--- src/rtl/spi_frame_master.sv ---
// spi_frame_master: SPI mode-0 master that serialises one keyboard note frame
// (sync word, three 32-bit note periods, control word) MSB-first toward the
// synthesiser's receive-only slave. sck is derived from clk by CLK_DIV.
// Optional feature macro: SPI_FRAME_SYNC_EVERY_FRAME_EN
//   defined   -> every frame is 160 bits and starts with SYNC_WORD
//   undefined -> only the first frame after reset carries SYNC_WORD; later
//                frames are 128 bits starting at prd1
module spi_frame_master #(
    parameter int unsigned CLK_DIV   = 4,
    parameter logic [31:0] SYNC_WORD = 32'h0000_FFFF
) (
    input  logic        clk,
    input  logic        rst_n,
    input  logic        start,
    input  logic [31:0] prd1_in,
    input  logic [31:0] prd2_in,
    input  logic [31:0] prd3_in,
    input  logic [1:0]  waveform_in,
    input  logic [1:0]  notes_in,
    output logic        sck,
    output logic        sdo,
    output logic        busy,
    output logic        done
);

    localparam int unsigned FRAME_W = 160;
    localparam int unsigned BIT_W   = 8;
    localparam int unsigned DIV_W   = $clog2(CLK_DIV) + 1;

    localparam logic [BIT_W-1:0] LAST_SYNC   = BIT_W'(FRAME_W - 1);
    localparam logic [BIT_W-1:0] LAST_NOSYNC = BIT_W'(127);
    localparam logic [DIV_W-1:0] DIV_LAST    = DIV_W'(CLK_DIV - 1);

    typedef enum logic [1:0] {
        IDLE     = 2'd0,
        SHIFT_LO = 2'd1,
        SHIFT_HI = 2'd2,
        FINISH   = 2'd3
    } state_e;

    state_e             state_q, state_d;
    logic [FRAME_W-1:0] shadow_q, shadow_d;
    logic [BIT_W-1:0]   bit_q, bit_d;
    logic [DIV_W-1:0]   div_q, div_d;
    logic               sck_q, sck_d;
    logic               sdo_q, sdo_d;
    logic               busy_q, busy_d;
    logic               done_q, done_d;

    logic [31:0]        ctrl_c;
    logic               use_sync_c;
    logic [BIT_W-1:0]   last_bit_c;

    assign ctrl_c = {28'b0, notes_in, waveform_in};

`ifdef SPI_FRAME_SYNC_EVERY_FRAME_EN
    assign use_sync_c = 1'b1;
    assign last_bit_c = LAST_SYNC;
`else
    logic synced_q, synced_d;

    // Sticky flag: the preamble has gone out once since reset.
    always_comb begin
        synced_d = synced_q | (state_q == FINISH);
    end

    // Synced flag register, cleared by reset so the preamble is re-sent.
    always_ff @(posedge clk or negedge rst_n) begin
        if (!rst_n) begin
            synced_q <= 1'b0;
        end else begin
            synced_q <= synced_d;
        end
    end

    assign use_sync_c = ~synced_q;
    assign last_bit_c = synced_q ? LAST_NOSYNC : LAST_SYNC;
`endif

    // Next-state and registered-output logic for the frame sequencer.
    always_comb begin
        state_d  = state_q;
        shadow_d = shadow_q;
        bit_d    = bit_q;
        div_d    = div_q;
        sck_d    = sck_q;
        sdo_d    = sdo_q;
        busy_d   = busy_q;
        done_d   = 1'b0;

        case (state_q)
            IDLE: begin
                if (start) begin
                    if (use_sync_c) begin
                        shadow_d = {SYNC_WORD, prd1_in, prd2_in, prd3_in, ctrl_c};
                    end else begin
                        shadow_d = {prd1_in, prd2_in, prd3_in, ctrl_c, 32'h0};
                    end
                    sdo_d   = shadow_d[FRAME_W-1];
                    bit_d   = '0;
                    div_d   = '0;
                    busy_d  = 1'b1;
                    state_d = SHIFT_LO;
                end
            end
            SHIFT_LO: begin
                if (div_q == DIV_LAST) begin
                    div_d   = '0;
                    sck_d   = 1'b1;
                    state_d = SHIFT_HI;
                end else begin
                    div_d = div_q + DIV_W'(1);
                end
            end
            SHIFT_HI: begin
                if (div_q == DIV_LAST) begin
                    div_d = '0;
                    sck_d = 1'b0;
                    if (bit_q == last_bit_c) begin
                        sdo_d   = 1'b0;
                        busy_d  = 1'b0;
                        done_d  = 1'b1;
                        state_d = FINISH;
                    end else begin
                        // Next bit is presented on the falling sck edge.
                        shadow_d = {shadow_q[FRAME_W-2:0], 1'b0};
                        sdo_d    = shadow_q[FRAME_W-2];
                        bit_d    = bit_q + BIT_W'(1);
                        state_d  = SHIFT_LO;
                    end
                end else begin
                    div_d = div_q + DIV_W'(1);
                end
            end
            FINISH: begin
                state_d = IDLE;
            end
            default: begin
                state_d = IDLE;
            end
        endcase
    end

    // State and output registers; reset abandons any frame in flight.
    always_ff @(posedge clk or negedge rst_n) begin
        if (!rst_n) begin
            state_q  <= IDLE;
            shadow_q <= '0;
            bit_q    <= '0;
            div_q    <= '0;
            sck_q    <= 1'b0;
            sdo_q    <= 1'b0;
            busy_q   <= 1'b0;
            done_q   <= 1'b0;
        end else begin
            state_q  <= state_d;
            shadow_q <= shadow_d;
            bit_q    <= bit_d;
            div_q    <= div_d;
            sck_q    <= sck_d;
            sdo_q    <= sdo_d;
            busy_q   <= busy_d;
            done_q   <= done_d;
        end
    end

    assign sck  = sck_q;
    assign sdo  = sdo_q;
    assign busy = busy_q;
    assign done = done_q;

endmodule

--- config.mk ---
export PLATFORM = sky130hd
export DESIGN_NAME = spi_frame_master
export DESIGN_NICKNAME = d
export VERILOG_FILES = /design/src/rtl/spi_frame_master.sv
export SDC_FILE = /design/constraint.sdc
export NUM_CORES = 1
export LEC_CHECK = 0
export ABC_AREA = 1
export BUFFER_PORTS_ARGS = -buffer_cell sky130_fd_sc_hd__buf_2
export CORE_MARGIN = 8
export CORE_UTILIZATION = 59
export DETAILED_ROUTE_END_ITERATION = 6
export GPL_TIMING_DRIVEN = 0
export PLACE_DENSITY = 0.8
export SKIP_LAST_GASP = 1
export SYNTH_ARGS = -nofsm -noshare
export SYNTH_HDL_FRONTEND = slang
export SYNTH_SLANG_ARGS = --single-unit
export TNS_END_PERCENT = 1
--- constraint.sdc ---
create_clock -name clk -period 2.15 [get_ports clk]
set_clock_uncertainty 0.2 [all_clocks]
set_input_delay 0.1075 -clock clk [delete_from_list [all_inputs] [get_ports clk]]
set_output_delay 0.1075 -clock clk [all_outputs]
set_load 0.05 [all_outputs]
# ---- Word-level counts from Yosys, hierarchy flattened
# Cells that the tools add are included.
dict set report totals {
  word_cells 65
  ff_bits 177
  input_bits 103
}
dict set report classes {
  bitwise 1
  mux 32
  add_sub_neg 2
  eq_ne 10
  n_reduce_logical 11
}
# operator count
set ops {}
lappend ops {{2-to-1 mux 159 bit} 3}
lappend ops {{case mux 159 bit (2 select lines)} 1}
lappend ops {{2-to-1 mux 160 bit} 1}
lappend ops {{2-to-1 mux 8 bit} 4}
lappend ops {{case mux 8 bit (2 select lines)} 1}
lappend ops {{2-to-1 mux 1 bit} 11}
lappend ops {{inequality test 2 bit, second input constant} 5}
lappend ops {{AND reduction 3 bit} 3}
lappend ops {{adder 8 x 1 -> 8 bit, second input constant} 1}
lappend ops {{== test 8 bit} 1}
lappend ops {{2-to-1 mux 2 bit} 4}
lappend ops {{case mux 2 bit (4 select lines)} 1}
lappend ops {{AND reduction 4 bit} 2}
lappend ops {{2-to-1 mux 3 bit} 2}
lappend ops {{case mux 1 bit (2 select lines)} 3}
lappend ops {{case mux 3 bit (2 select lines)} 1}
lappend ops {{nonzero test 2 bit} 3}
lappend ops {{== test 2 bit, second input constant} 2}
lappend ops {{adder 3 x 1 -> 3 bit, second input constant} 1}
lappend ops {{== test 3 x 2 -> 1 bit, second input constant} 1}
lappend ops {{== test 2 x 1 -> 1 bit, second input constant} 1}
lappend ops {{zero test 2 bit} 1}
lappend ops {{AND reduction 2 bit} 1}
lappend ops {{OR reduction 2 bit} 1}
lappend ops {{bitwise OR 1 bit} 1}

# ---- Depth between registers and ports, before layout
# Gate-level depths: netlist (run 1).
dict set report logic_depth {
  depth_word 5
  ltp_mapped 12
  ltp_nobuf 10
}

# ---- Least setup slack after synthesis (run 1)
# No wires, ideal clock.
dict set report synth_timing {
  path_type {reg-to-reg}
  startpoint {register state_q[0]}
  endpoint {register shadow_q[12]}
  setup_ns 0.066
  synth_period_minus_slack_ns 1.945
  setup_slack_ns 0.205
  arrival_time_ns 1.678
  path_stages_with_launch 10
  path_cell_list {dfrtp_1 > inv_1 > ha_1 > buf_2 > a21oi_1 > nand2_1 > inv_1 > clkbuf_1 > nand3_1 > nand2_1}
}
dict set report synth_between {
  elab_chain_len 3
}
# item line
set synth_rtl {}
lappend synth_rtl {{from (decl)} 41} ;# state_e state_q, state_d;
lappend synth_rtl {{from (signal assigned)} 156} ;# state_q <= state_d;
lappend synth_rtl {{== test 2 bit or zero test 2 bit (tied branches)} 91} ;# case (state_q)
lappend synth_rtl {{inequality test 2 bit (no source line) or nonzero test 2 bit (tied branches)} -}
lappend synth_rtl {{AND reduction 4 bit (no source line)} -}
lappend synth_rtl {{to (signal assigned)} 157} ;# shadow_q <= shadow_d;
lappend synth_rtl {{to (decl)} 42} ;# logic [FRAME_W-1:0] shadow_q, shadow_d;
# Parallel ways exist; a longest one is shown, timed or not.
# A chain may end at the register's enable or synchronous reset.

# ---- Final worst setup path (run 1)
dict set report layout_timing {
  startpoint {register bit_q[0]}
  endpoint {register shadow_q[115]}
}
dict set report layout_between {
  elab_chain_len 3
}
# item line
set layout_rtl {}
lappend layout_rtl {{from (decl)} 43} ;# logic [BIT_W-1:0] bit_q, bit_d;
lappend layout_rtl {{from (signal assigned)} 158} ;# bit_q <= bit_d;
lappend layout_rtl {{== test 8 bit} 119} ;# if (bit_q == last_bit_c) begin
lappend layout_rtl {{inequality test 2 bit (no source line)} -}
lappend layout_rtl {{AND reduction 4 bit (no source line)} -}
# No other way between the ends.

==> summary.txt, run 1 <==
Logic synthesis
  – Top-area cell type share of the netlist area: 47.9%
  – Syn avg cell area: 7.48 sq um
  – Register area share after synthesis: between 40% and 50%
  – Seq cells post-synth: 177
  – Most area-consuming cells after synthesis: dfrtp_1, nand2_1, nand3_1, o211ai_1, inv_1
  – Post-Syn Instances: 1237
  – Synth Cell Area: 9250 sq um
  – Synth warnings: 0
  – Synth unique cells: 25
  – Cell taking the most area after synthesis: dfrtp_1
  – Syn Nets: 1346

GRT
  – Vias in the first global route: between 9000 and 10000
  – Antenna violations before repair: 1
  – Total track usage: between 30% and 40%
  – Global route overflow: 0
  – First-pass GRT wire length: 48700 um
  – Pin count of the biggest net entering global routing: 94

Placement
  – # port buffers: about 110
  – DP HPWL: 19700 um
  – Placer Congestion: between 0.9 and 1

Hold path
  – Min-delay worst type: primary input to asynchronous set/reset pin

Detailed routing
  – WL/cell: around 18 um
  – DRC violations left: 0
  – Via count: 9742
  – Antenna viol nets, final: 0
  – Routed WL: 30300 um
  – DRT iter0 DRCs: 1107
  – Vias/cell: about 5.7
  – Drt first pass iters: 6

Die
  – Core area: 15300 sq um
  – Chip Height: 141 um
  – Row count: 45
  – Starting Density: 60.6%
  – IO Count: 107
  – Full die area: 19900 sq um
  – Die Wd: 141 um

Worst setup path
  – Reg2Reg Depth: 8
  – Worst flop-to-flop path startpoint: bit_q[0]
  – Arr. time, crit path: 2.32 ns
  – Reg2reg end: shadow_q[115]
  – Critical path type: flop to flop
  – R2R Setup Slk: 0.001 ns
  – Crit-path max FO: 10
  – Endpoint class of the critical path: flop
  – Cell-by-cell trace of the critical path: ha_1, nand2_1, nor2_4, nand4_1, buf_4, clkbuf_1, nand3_1, nand2_1
  – Family with the most delay on the worst path: buffers and inverters
  – Top cell by count, worst path: nand2_1
  – Crit start category: flop
  – CP Launch Point: bit_q[0]
  – CP Buf/Inv Count: 2
  – CP max-delay cell: clkbuf_1
  – Worst EP required: between 2 and 2.5 ns
  – Worst path max stage delay: ~0.44 ns

Timing
  – Slew HR: 50.8%
  – Fin crit share: 100%
  – Max Slew Vio Count: 0
  – Min cycle time layout: 2.15 ns
  – Unrepaired setup endpoints after global routing: true
  – Fmax: 0.465 GHz
  – Worst-Margin Slew: between 0.7 and 0.8 ns
  – Hold Slack: 0.0492 ns
  – Setup violators final: 0
  – Endpoints failing hold: 0

Status
  – Status: finished clean

Pwr
  – Clk pwr share: 22.0%
  – Int Pwr: 8960 uW
  – Comb pwr share: 45.7%
  – Sw Ratio: between 40% and 50%
  – PD cells: 1290 nW/um^2
  – Switch Pwr: 6400 uW
  – Leak pwr: 0.00623 uW
  – VDD IR max: 0.000749 V
  – Post-route total power: 15400 uW
  – Register share of total power: 32.3%

Run
  – Max Cap Viol: 0

Clock tree
  – CTS tree: built
  – Clk Latency, worst-skew pair: 0.43 ns
  – TritonCTS Sinks: 177
  – Clock-pin slew on the worst setup and hold paths: 0.07 ns
  – Clock tree buffer depth: 2
  – Clk Tree Root Cell: clkbuf_16
  – Inserted Clock Buffers: 17
  – Max H-tree Level: 4

Finish
  – Finished Core Util: 78.1%
  – Nets: 1580
  – Most frequent cells in the layout: nand2_1, nand3_1, dfrtp_1
  – Area growth syn-to-layout: 28.8%
  – Layout cells sized above 1: 15.2%
  – Commonest non-fill, non-tap cell in the layout: nand2_1
[final cells by class]
type / instances / area, sq um
sequential: 177 / 4430
multi-input combinational: 911 / 4170
fill: 1101 / 3350
timing repair buffer: 215 / 1630
buffer: 89 / 551
clock buffer: 21 / 460
tap: 211 / 264
inverter: 60 / 225
clock inverter: 11 / 176
antenna: 1 / 2.50
[cell usage after synthesis, drive strengths merged]
library cell / count
nand3b: 17
a21oi: 2
inv: 60
nand2: 568
ha: 6
nand3: 184
a22o: 14
nor2: 18
o22ai: 16
buf: 49
clkbuf: 40
o21ai: 39
or2: 1
dfrtp: 177
o211ai: 42
o21bai: 1
nor3b: 1
nand4: 2
[per-layer routing]
metal	part of all wire (%)	global-route usage, %
met3	9.8	6.82
met5	0	0
met4	4.2	13.4
met1	39	39.4
met2	47	49.9
[flip-flops by register name, indices dropped and copies added (netlist names)]
signal and flops:
shadow_q 159, busy 1, done 1, synced_q 1, state_q 2, sdo 1, bit_q 8, sck 1
div_q 3
[power by group through the flow]
stage / clock [uW] / sequential [uW] / combinational, uW
after detailed placement: 0 / 4960 / 6350
after floorplan: 0 / 4900 / 4580
final: 3380 / 4960 / 7020
after global routing: 3530 / 5050 / 7680
after CTS: 3390 / 4920 / 6750
after global placement: 0 / 4940 / 6170
[timing repair]
item,in CTS,in global routing
setup endpoints to repair,167,166
hold endpoints to repair,227,0
setup buffers,4,2
hold buffers,102,0
pin swaps,2,2
gates resized for setup,32,30
[logic make-up after synthesis]
family	synth area share [%]
compound gates	8.12
fa+ha+maj	0.812
buf+inv	7.60
flops	47.9
simple gates	35.6
[worst max-delay path by stage]
stage          cells after the start  slack, ns            end
6_report                           8      0.001  shadow_q[115]
3_5_place_dp                       9      -0.41  shadow_q[127]
5_1_grt                            9      -0.04   shadow_q[33]
3_3_place_gp                       1      -2.14   shadow_q[51]
2_1_floorplan                      9       0.21   shadow_q[12]
4_1_cts                            9       0.01   shadow_q[76]
[through the flow]
step	worst slack (ns)	area, sq um	cells	setup TNS, ns
6_report	0.00101	11900	1696	0
5_1_grt	-0.0362	11900	1696	-1.02
4_1_cts	0.0128	11800	1693	0
3_5_place_dp	-0.411	10100	1555	-38.09
3_3_place_gp	-2.14	10000	1554	-407.13
2_1_floorplan	0.205	9250	1237	0
(Power assumes the default switching activity.)
==> inputs of run 2 (changes only) <==
Settings changed: CTS_BUF_LIST set to sky130_fd_sc_hd__clkbuf_16.
==> run 2 against run 1 <==
Clock-buffer cell count down 4. Sequential power about the same. Fmax up 0.12%. Critical path depth unchanged. Die area unchanged. Clock power down 3%. Flip-flop and latch count unchanged. Non-clock buffer count unchanged. Largest cell class unchanged.
==> summary.txt, run 2 (synthesized netlist as in run 1, its figures left out) <==
Worst setup path
  – CP max-delay cell: clkbuf_1
  – Critical path type: flop to flop
  – Endpoint class of the critical path: flop
  – Crit start category: flop
  – Worst path max stage delay: between 0.4 and 0.5 ns
  – Worst EP required: 2.32 ns
  – Cell-by-cell trace of the critical path: ha_1, nand2_1, nor2_4, nand4_1, buf_4, clkbuf_1, nand3_1, nand2_1
  – Crit-path max FO: 10
  – Arr. time, crit path: 2.31 ns
  – Top cell by count, worst path: nand2_1

GRT
  – First-pass GRT wire length: a little under 50000 um
  – Vias in the first global route: 9409
  – Global route overflow: 0
  – Total track usage: 30.9%
  – Antenna violations before repair: 1
  – Pin count of the biggest net entering global routing: 94

Finish
  – Max reg flops: 159
  – Largest regs: shadow_q: 159 flops, bit_q: 8 flops, div_q: 3 flops
  – Fin cells: ~1700
  – Design Area, Final: 11900 sq um
  – Most frequent cells in the layout: nand2_1, nand3_1, dfrtp_1
  – Commonest non-fill, non-tap cell in the layout: nand2_1
  – Area growth syn-to-layout: 28.6%
  – Nets: 1580
  – Finished Core Util: slightly below 80%
  – Largest Register: shadow_q
  – Layout cells sized above 1: 15.0%

Clock tree
  – TritonCTS Sinks: 177
  – Clk Latency, worst-skew pair: around 0.44 ns
  – Clk Tree Root Cell: clkbuf_16
  – Clock-pin slew on the worst setup and hold paths: 0.07 ns
  – CTS tree: built
  – Max H-tree Level: 4
  – Inserted Clock Buffers: 17
  – Clock tree buffer depth: 2

Die
  – Starting Density: 60.6%
  – IO Count: 107
  – Full die area: 19900 sq um
  – Row count: 45
  – Core area: 15300 sq um
  – Die Wd: 141 um
  – Chip Height: 141 um

Hold path
  – Min-delay worst type: primary input to asynchronous set/reset pin

Timing
  – Max Slew Vio Count: 0
  – Fin crit share: between 90 and 100%
  – Min cycle time layout: about 2.1 ns
  – Endpoints failing hold: 0
  – Final WS setup: ~0.0037 ns
  – Worst-Margin Slew: 0.724 ns
  – Slew HR: 51.7%
  – Unrepaired setup endpoints after global routing: true
  – Fmax: 0.466 GHz
  – Setup violators final: 0

Detailed routing
  – WL/cell: 17.8 um
  – DRT iter0 DRCs: approximately 1100
  – Routed WL: 30300 um
  – Vias/cell: about 5.7
  – Antenna viol nets, final: 0
  – Drt first pass iters: 6
  – DRC violations left: 0
  – Via count: 9742

Pwr
  – PD cells: 1280 nW/um^2
  – VDD IR max: ~0.00075 V
  – Leak pwr: between 0.006 and 0.007 uW

Placement
  – DP HPWL: 19700 um
  – Placed cells: 1555
  – Placed cell area: 10100 sq um
  – Post-place setup slack: -0.411 ns
  – # port buffers: 106
  – Placer Congestion: about 0.95

Run
  – Max Cap Viol: 0

Status
  – Status: finished clean
-- run 2: worst paths after layout --
| check | start | to | slack [ns] | cells after the start |
|---|---|---|---|---|
| max | bit_q[0] | shadow_q[115] | 0.004 | 8 |
| min in group clk | shadow_q[45] | shadow_q[45] | 0.27 | 2 |
| min reg2reg | shadow_q[45] | shadow_q[45] | 0.27 | 2 |
| min | rst_n | shadow_q[136] | 0.08 | 2 |
| max reg2reg | bit_q[0] | shadow_q[115] | 0.004 | 8 |
| max in group asynchronous | rst_n | shadow_q[119] | 0.78 | 3 |
-- run 2: layer usage --
| metal | up-vias | track usage, % | wire, um |
|---|---|---|---|
| met5 | - | 0 | 0 |
| met4 | 0 | 13.1 | 1110 |
| met3 | 86 | 6.82 | 2770 |
| met2 | 560 | 49.9 | 14400 |
| met1 | 4622 | 39.3 | 11900 |
| li1 | 4474 | - | - |
-- run 2: area by class of cell --
type,instances,area (sq um)
repair buffers,215,1630
inverters,60,225
fillers,1108,3360
diodes,2,5.00
multi-input cells,911,4170
clock buffers,17,425
clock inverters,15,191
plain buffers,89,551
flip-flops and latches,177,4430
well taps,211,264
-- run 2: what timing repair did --
item / CTS / global route
hold endpoints to repair: 227 / 0
buffers inserted: 4 / 2
hold buffers: 102 / 0
pin swaps: 2 / 2
endpoints found under the setup margin: 167 / 166
resized for setup: 32 / 30
-- run 2: power breakdown --
group / switching [uW] / internal (uW) / total, uW
clock network: 1350 / 1940 / 3290
logic: 4470 / 2550 / 7010
registers: 570 / 4390 / 4960
total: 6390 / 8880 / 15300
-- run 2: per-stage QoR --
stage          power, uW  TNS (ns)  hold WS [ns]
6_report           15300         0        0.0798
5_1_grt            16200     -1.12         0.151
4_1_cts            15000         0         0.115
3_5_place_dp       11300    -38.09       -0.0181
3_3_place_gp       11100   -407.13         0.203
2_1_floorplan       9480         0        -0.388
-- run 2: worst max-delay path, delay by kind of cell, from the launching register on --
family / cells / cell delay (ns)
DFF: 1 / 0.40
buffers and inverters: 2 / 0.65
and+or+nand+nor: 5 / 0.61
adders and majority gates: 1 / 0.22
